## src/rtl/dec_pkg.sv

```systemverilog
// Shared decimal-digit types, FSM state encoding and digit legality helper.
// Latency: none (declarations only).
// Backpressure: not applicable.
package dec_pkg;

  localparam int           DIG_W   = 4;
  localparam logic [3:0]   DIG_MAX = 4'd9;

  typedef logic [DIG_W-1:0] dig_t;

  typedef enum logic [1:0] {
    IDLE  = 2'd0,
    SHIFT = 2'd1,
    SUB   = 2'd2,
    DONE  = 2'd3
  } state_t;

  // A 4-bit code is a legal decimal digit only when it lies in 0..9.
  function automatic logic is_digit(input dig_t d);
    return (d <= DIG_MAX);
  endfunction

endpackage

```

## src/rtl/dec_sub_cmp.sv

```systemverilog
// Combinational NDIG-digit decimal subtractor: diff = rem - dv, ge = (rem >= dv).
// Latency: zero cycles (pure combinational).
// Backpressure: none; result follows inputs directly.
module dec_sub_cmp
  import dec_pkg::*;
#(
  parameter int NDIG = 5
) (
  input  logic [NDIG*DIG_W-1:0] rem,
  input  logic [NDIG*DIG_W-1:0] dv,
  output logic [NDIG*DIG_W-1:0] diff,
  output logic                  ge
);

  // Ripple the borrow from digit 0 upward; a negative digit result wraps by +10.
  always_comb begin
    logic             borrow;
    logic [DIG_W:0]   t;
    borrow = 1'b0;
    t      = '0;
    diff   = '0;
    for (int i = 0; i < NDIG; i++) begin
      t = {1'b0, rem[i*DIG_W +: DIG_W]} - {1'b0, dv[i*DIG_W +: DIG_W]}
          - {{DIG_W{1'b0}}, borrow};
      if (t[DIG_W]) begin
        diff[i*DIG_W +: DIG_W] = t[DIG_W-1:0] + DIG_W'(10);
        borrow                 = 1'b1;
      end else begin
        diff[i*DIG_W +: DIG_W] = t[DIG_W-1:0];
        borrow                 = 1'b0;
      end
    end
    ge = ~borrow;
  end

endmodule

```

## src/rtl/dec_div.sv

```systemverilog
// Sequential decimal long divider (restoring, one quotient digit per SHIFT/SUB pass).
// Latency: out_valid 1+2*N_DIG+sum(quotient digits) cycles after accept; 1 cycle for err.
// Backpressure: in_ready only in IDLE; results held in DONE until out_ready.
module dec_div #(
  parameter int N_DIG = 8,
  parameter int M_DIG = 4,
  parameter int DIG_W = 4
) (
  input  logic                   clk,
  input  logic                   rst_n,
  input  logic                   in_valid,
  output logic                   in_ready,
  input  logic [N_DIG*DIG_W-1:0] dividend,
  input  logic [M_DIG*DIG_W-1:0] divisor,
  output logic                   out_valid,
  input  logic                   out_ready,
  output logic [N_DIG*DIG_W-1:0] quotient,
  output logic [M_DIG*DIG_W-1:0] remainder,
  output logic                   err
);
  import dec_pkg::*;

  localparam int IDX_W = (N_DIG > 1) ? $clog2(N_DIG) : 1;
  localparam int RW    = (M_DIG + 1) * DIG_W;

  state_t                 state_q, state_d;
  logic [N_DIG*DIG_W-1:0] dd_q, dd_d;
  logic [M_DIG*DIG_W-1:0] dv_q, dv_d;
  logic [RW-1:0]          rem_q, rem_d;
  logic [N_DIG*DIG_W-1:0] quo_q, quo_d;
  logic [M_DIG*DIG_W-1:0] remo_q, remo_d;
  logic                   err_q, err_d;
  logic [IDX_W-1:0]       idx_q, idx_d;

  logic                   in_ok;
  logic [RW-1:0]          sub_diff;
  logic                   sub_ge;

  // Operands are legal when every digit is 0..9 and the divisor is non-zero.
  always_comb begin
    in_ok = (divisor != '0);
    for (int i = 0; i < N_DIG; i++) begin
      if (!is_digit(dividend[i*DIG_W +: DIG_W])) in_ok = 1'b0;
    end
    for (int i = 0; i < M_DIG; i++) begin
      if (!is_digit(divisor[i*DIG_W +: DIG_W])) in_ok = 1'b0;
    end
  end

  // The divisor is zero-extended by one digit to match the accumulator width.
  dec_sub_cmp #(
    .NDIG (M_DIG + 1)
  ) u_sub_cmp (
    .rem  (rem_q),
    .dv   ({{DIG_W{1'b0}}, dv_q}),
    .diff (sub_diff),
    .ge   (sub_ge)
  );

  // Next-state, datapath updates and handshake outputs.
  always_comb begin
    state_d   = state_q;
    dd_d      = dd_q;
    dv_d      = dv_q;
    rem_d     = rem_q;
    quo_d     = quo_q;
    remo_d    = remo_q;
    err_d     = err_q;
    idx_d     = idx_q;
    in_ready  = 1'b0;
    out_valid = 1'b0;
    case (state_q)
      IDLE: begin
        in_ready = 1'b1;
        if (in_valid) begin
          quo_d = '0;
          rem_d = '0;
          idx_d = IDX_W'(N_DIG - 1);
          if (in_ok) begin
            dd_d    = dividend;
            dv_d    = divisor;
            err_d   = 1'b0;
            state_d = SHIFT;
          end else begin
            // Illegal operands are not stored so every held digit stays 0..9.
            dd_d    = '0;
            dv_d    = '0;
            remo_d  = '0;
            err_d   = 1'b1;
            state_d = DONE;
          end
        end
      end
      SHIFT: begin
        // rem < dv here, so its top digit is zero and can be shifted out.
        rem_d   = {rem_q[M_DIG*DIG_W-1:0], dd_q[idx_q*DIG_W +: DIG_W]};
        state_d = SUB;
      end
      SUB: begin
        if (sub_ge) begin
          rem_d = sub_diff;
          quo_d[idx_q*DIG_W +: DIG_W] = quo_q[idx_q*DIG_W +: DIG_W] + DIG_W'(1);
        end else if (idx_q == '0) begin
          remo_d  = rem_q[M_DIG*DIG_W-1:0];
          state_d = DONE;
        end else begin
          idx_d   = idx_q - 1'b1;
          state_d = SHIFT;
        end
      end
      DONE: begin
        out_valid = 1'b1;
        if (out_ready) state_d = IDLE;
      end
      default: state_d = IDLE;
    endcase
  end

  // State and datapath registers; reset clears everything asynchronously.
  always_ff @(posedge clk or negedge rst_n) begin
    if (!rst_n) begin
      state_q <= IDLE;
      dd_q    <= '0;
      dv_q    <= '0;
      rem_q   <= '0;
      quo_q   <= '0;
      remo_q  <= '0;
      err_q   <= 1'b0;
      idx_q   <= '0;
    end else begin
      state_q <= state_d;
      dd_q    <= dd_d;
      dv_q    <= dv_d;
      rem_q   <= rem_d;
      quo_q   <= quo_d;
      remo_q  <= remo_d;
      err_q   <= err_d;
      idx_q   <= idx_d;
    end
  end

  assign quotient  = quo_q;
  assign remainder = remo_q;
  assign err       = err_q;

endmodule

```

## config.mk

```make
export PLATFORM = sky130hd
export DESIGN_NAME = dec_div
export DESIGN_NICKNAME = d
export VERILOG_FILES = /design/src/rtl/dec_pkg.sv /design/src/rtl/dec_sub_cmp.sv /design/src/rtl/dec_div.sv
export SDC_FILE = /design/constraint.sdc
export NUM_CORES = 1
export LEC_CHECK = 0
export ABC_AREA = 0
export CORE_MARGIN = 1.5
export CORE_UTILIZATION = 43
export CTS_CLUSTER_DIAMETER = 200
export DETAILED_ROUTE_END_ITERATION = 10
export PLACE_DENSITY = 0.68
export SLEW_MARGIN = 20
export SYNTH_ARGS = -nofsm -noshare
export SYNTH_HDL_FRONTEND = slang
export SYNTH_SLANG_ARGS = --single-unit
```

## constraint.sdc

```tcl
create_clock -name clk -period 7.35 [get_ports clk]
set_clock_uncertainty 0.15 [all_clocks]
set_input_delay 1.1025 -clock clk [delete_from_list [all_inputs] [get_ports clk]]
set_output_delay 1.1025 -clock clk [all_outputs]
set_load 0.02 [all_outputs]
```

==> reports/metrics.yaml, run 1 <==
p_per_area_mw_per_mm2: 303
routedLengthMet1_um: 8080
grt_overflow: 0
endpoint_kind: "register"
timing.fmax_mhz: 140
worstPathArrival_ns: 7.35
drt_iter0_markers: 371
ios: 103
dp_hpwl_um: 12600
setup_violations: 0
grt_start_max_net_pins: 75
fin_ws_ns: 0.188
root_buffer: "clkbuf_16"
cpPeakStageDelay_ns: 0.43
fillers: 1266
clk_pin_slew_worst_paths_ns: 0.06
antenna_found_initial: 0
yosys_warnings: 0
p_sw_share_pct: 37.3
initial_core_util_pct: 44.3
drv_cap: 0
drive_gt1_share_pct: 14.4
syn_nets: 736
instances_no_fill: 980
rr_worst_depth: 35
grt_usage_pct: 22.4
final_cell_mix: "dfrtp_1 (122), clkdlybuf4s50_1 (101), inv_1 (66)"
cts_hold_buf: 0
crit_top_cell: "fa_2"
min_period_over_period_pct: 97.4
cp_max_fo: 8
fin_setup_tns_ns: 0
wl_met2_um: 8500
multi_input_area_mm2: 0.00353
cts_buffer_depth: 2
die_x_um: 129
finalMaxSlewViolations: 0
top_layer_used: "met4"
pwr-share-comb_pct: 40.1
insertion_delay_ns: 0.43
vias: 5488
critPathLaunchType: "register"
status: "completed"
dp_cells: 938
coreArea_mm2: 0.0153
ys.flop_type: "dfrtp_1"
grt_pass1_wl_um: 28500
drt-total-wl_um: 17700
numClockSinks: 122
p_leak_nw: 3.98
min_path_cells: 1
grt_pass1_vias: 5384
cts_inserted_buffers: 17
synth_edf_count: 0
fin_nets: 854
path_class: "register to register"
rows: 45
p_seq_share_pct: 28.0
p_sw_mw: 1.01
pre_cts_slack_ns: -0.297
first_pass_iters: 5
dieArea_mm2: 0.0165
synth_area_mm2: 0.00678
seqCellArea_mm2: 0.00305
n_antenna_cell: 0
final_util_pct: 58.6
drc: 0
yosysUniqueCellTypes: 45
cts_tree: "done"
tightest_slew_ns: 0.957
antenna_left: 0
area.growth.synth_to_final_pct: 32.3
chipHeight_um: 129
dr_wl_met3_um: 925
io_buffers: 102
wl_per_cell_um: 18.1
avgViaCountPerCell: 5.60
layout_commonest_cell: "dfrtp_1"
htree_levels: 4
critPathRequiredTime_ns: 7.54
internal_power_mw: 1.71
ys_ff_latch: 122
postSynthAreaPerCell_um2: 10.6
min_path_type: "register to register"
irDropWorstVdd_v: 0.000186
synthArstFlopShare_pct: 100
hold_viol: 0
period_needed_ns: 7.16
yosysSeqAreaShare_pct: 45.0
synth_cells: 638
relSlewSlack_pct: 36.2
place_congestion: 0.886
total_power_mw: 2.72
p_clk_share_pct: 31.8
slowest_stage: "fa_2"
final timing paths:
path                                 startpoint                       end  slack (ns)
min                        dd_q[28]$_DFFE_PN0P_      dd_q[28]$_DFFE_PN0P_        0.35
max                        rem_q[0]$_DFFE_PN0P_  remainder[8]$_DFFE_PN0P_        0.19
max in group asynchronous                 rst_n  quotient[31]$_DFFE_PN0P_        5.23
min reg2reg                dd_q[28]$_DFFE_PN0P_      dd_q[28]$_DFFE_PN0P_        0.35
max reg2reg                rem_q[0]$_DFFE_PN0P_  remainder[8]$_DFFE_PN0P_        0.19
min in group asynchronous                 rst_n      dv_q[12]$_DFFE_PN0P_        0.66
what timing repair did:
action,4_1_cts,5_1_grt
pin swaps,4,17
endpoints found under the hold margin,0,0
resized for setup,11,30
buffers inserted,1,8
cloned,0,1
endpoints found under the setup margin,62,71
through the flow:
step	instance area, um^2	hold WS (ns)
finish	8980	0.351
global route	8980	0.362
CTS	8750	0.355
detailed placement	8080	0.338
global placement	8080	0.330
floorplan	6790	0.314
cells by family after synthesis:
family          after synthesis  synth area share (%)
compound gates              174                  18.7
simple gates                129                  8.91
xor+xnor                     25                  3.34
flops                       122                  45.0
mux                          43                  9.30
buf+inv                      99                  5.75
fa+ha+maj                    46                  9.04
final cells by class:
| cell class | instances | share of cell area, % |
|---|---|---|
| Sequential cell | 122 | 34.0 |
| Multi-Input combinational cell | 417 | 39.3 |
| Tap cell | 211 | 2.94 |
| Timing Repair Buffer | 128 | 13.9 |
| Clock inverter | 13 | 1.84 |
| Inverter | 70 | 2.93 |
| Clock buffer | 19 | 5.05 |
Yosys cell counts (13+ instances only):
cell / n / area share (%)
a22oi_1: 16 / 1.8
nand2_1: 57 / 3.2
a21oi_1: 13 / 0.96
ha_1: 41 / 7.6
o21ai_0: 41 / 3.0
a22o_1: 63 / 8.1
nor2_1: 23 / 1.3
dfrtp_1: 122 / 45
clkbuf_1: 18 / 1.0
mux2i_1: 27 / 4.0
inv_1: 68 / 3.8
xor2_1: 14 / 1.8
power groups by stage:
stage	combinational, mW	sequential, mW	clock [mW]
floorplan	0.667	0.762	0
global placement	0.926	0.772	0
detailed placement	0.951	0.773	0
CTS	0.982	0.762	0.882
global route	1.19	0.769	0.911
finish	1.09	0.763	0.866
registers in the layout (all words and copies together), names as in the netlist:
| register | flops |
|---|---|
| quotient | 32 |
| idx_q | 3 |
| dv_q | 16 |
| err | 1 |
| rem_q | 20 |
| state_q | 2 |
| remainder | 16 |
| dd_q | 32 |
worst max-delay path, delay by kind of cell, from the launching register on:
kind | cells | cell delay [ns]
mux | 1 | 0.20
buf+inv | 5 | 0.57
xor+xnor | 5 | 0.60
simple gates | 6 | 0.98
fa+ha+maj | 10 | 2.85
flops | 1 | 0.40
compound gates | 8 | 1.31
layer usage:
| layer | up-vias | GRT usage [%] |
|---|---|---|
| li1 | 2551 | - |
| met1 | 2725 | 32.0 |
| met2 | 193 | 34.2 |
| met3 | 19 | 3.78 |
| met4 | 0 | 9.19 |
| met5 | - | 0 |
Note: power is estimated with default switching activity, not from simulation.
==> run 2, diff against run 1 <==
CTS_BUF_LIST = sky130_fd_sc_hd__clkbuf_16   (was unset)
CTS_CLUSTER_DIAMETER = 60   (was 200)
SLEW_MARGIN = unset   (was 20)
==> reports/metrics.yaml, run 2 (synthesized netlist as in run 1, its figures left out) <==
status: "completed"
drv_cap: 0  # unchanged
critPathRequiredTime_ns: 7.54  # about the same
cp_top_family: "adder cells"
critPathLaunchType: "register"
tightest_slew_ns: 0.964  # +0.00706 ns
irDropWorstVdd_v: 0.000186  # +0.15%
numClockSinks: 122  # unchanged
path_class: "register to register"
slowest_stage: "fa_2"
antenna_found_initial: 0  # unchanged
coreArea_mm2: 0.0153  # unchanged
drive_gt1_share_pct: 14.2  # -0.26 points
grt_pass1_wl_um: 28500  # -0.12%
setup_violations: 0  # unchanged
dpl_cell_area_mm2: 0.00808  # unchanged
first_pass_iters: 6  # +1
min_path_type: "register to register"
total_power_mw: 2.70  # -0.79%
final_cell_mix: "dfrtp_1 (122), clkdlybuf4s50_1 (101), inv_1 (66)"
ios: 103  # unchanged
timing.fmax_mhz: 140  # about the same
cts_hold_buf: 0  # unchanged
grt_overflow: 0  # unchanged
avgViaCountPerCell: 5.60  # about the same
initial_core_util_pct: 44.3  # unchanged
endpoint_kind: "register"
crit_top_cell: "fa_2"
root_buffer: "clkbuf_16"
fin_ws_ns: 0.182  # -0.00590 ns
hold_viol: 0  # unchanged
vias: 5486  # -0.036%
cp_max_fo: 8  # unchanged
cts_buffer_depth: 2  # unchanged
whs_ns: 0.351  # +0.00000100 ns
drt_iter0_markers: 381  # +2.7%
drc: 0  # unchanged
dp_cells: 938  # unchanged
fin_setup_tns_ns: 0  # unchanged
die_x_um: 129  # unchanged
min_period_over_period_pct: 97.5  # about the same
dieArea_mm2: 0.0165  # unchanged
cpPeakStageDelay_ns: 0.43  # about the same
layout_commonest_cell: "dfrtp_1"
relSlewSlack_pct: 35.7  # -0.47 points
pre_cts_slack_ns: -0.297  # unchanged
clk_pin_slew_worst_paths_ns: 0.06  # about the same
grt_usage_pct: 22.4  # about the same
fin_nets: 854  # unchanged
htree_levels: 4  # unchanged
grt_start_max_net_pins: 75  # unchanged
area.growth.synth_to_final_pct: 32.0
finalMaxSlewViolations: 0  # unchanged
period_needed_ns: 7.17  # +0.00590 ns
final_util_pct: 58.5  # -0.13 points
p_leak_nw: 3.97  # -0.28%
antenna_left: 0  # unchanged
dp_hpwl_um: 12600  # unchanged
p_per_area_mw_per_mm2: 301  # -0.57%
cts_inserted_buffers: 17  # unchanged
rows: 45  # unchanged
n_antenna_cell: 0  # unchanged
insertion_delay_ns: 0.42  # about the same
crit_buf_inv: 5  # unchanged
final_cell_area_mm2: 0.00896  # -0.22%
cts_tree: "done"
chipHeight_um: 129  # unchanged
worstPathArrival_ns: 7.35  # about the same
drt-total-wl_um: 17800  # +0.19%
place_congestion: 0.886  # unchanged
instances_no_fill: 980  # unchanged
io_buffers: 102  # unchanged
grt_pass1_vias: 5380  # -0.074%
wl_per_cell_um: 18.1  # +0.19%
[run 2: routing by layer]
layer,vias up,global-route usage [%],wire [um]
met5,-,0,0
met4,0,9.19,244
met3,21,3.78,858
met2,211,34.2,8490
met1,2703,31.9,8180
li1,2551,-,-
[run 2: power by group]
group,leakage (nW),total (mW),switching (mW),internal [mW]
combinational,2.01,1.09,0.648,0.443
clock,0.281,0.845,0.313,0.532
sequential,1.68,0.763,0.0531,0.710
[run 2: cell type report]
type	instances	area [um^2]
tap	211	264
clock inverter	15	173
multi-input combinational	417	3530
clock buffer	17	425
timing repair buffer	128	1250
sequential	122	3050
inverter	70	263
fill	1272	6360
[run 2: final timing paths]
check	startpoint	to	slack (ns)	cells after the start
setup / recovery	rem_q[0]$_DFFE_PN0P_	remainder[8]$_DFFE_PN0P_	0.18	35
setup reg to reg	rem_q[0]$_DFFE_PN0P_	remainder[8]$_DFFE_PN0P_	0.18	35
hold reg to reg	dd_q[22]$_DFFE_PN0P_	dd_q[22]$_DFFE_PN0P_	0.35	1
max in group asynchronous	rst_n	quotient[23]$_DFFE_PN0P_	5.23	2
min in group asynchronous	rst_n	dv_q[12]$_DFFE_PN0P_	0.66	1
hold / removal	dd_q[22]$_DFFE_PN0P_	dd_q[22]$_DFFE_PN0P_	0.35	1
[run 2: repair_timing]
action,in CTS,in global routing
resized for setup,11,30
pin swaps,4,17
setup buffers,1,8
setup endpoints to repair,62,71
gates cloned,0,1
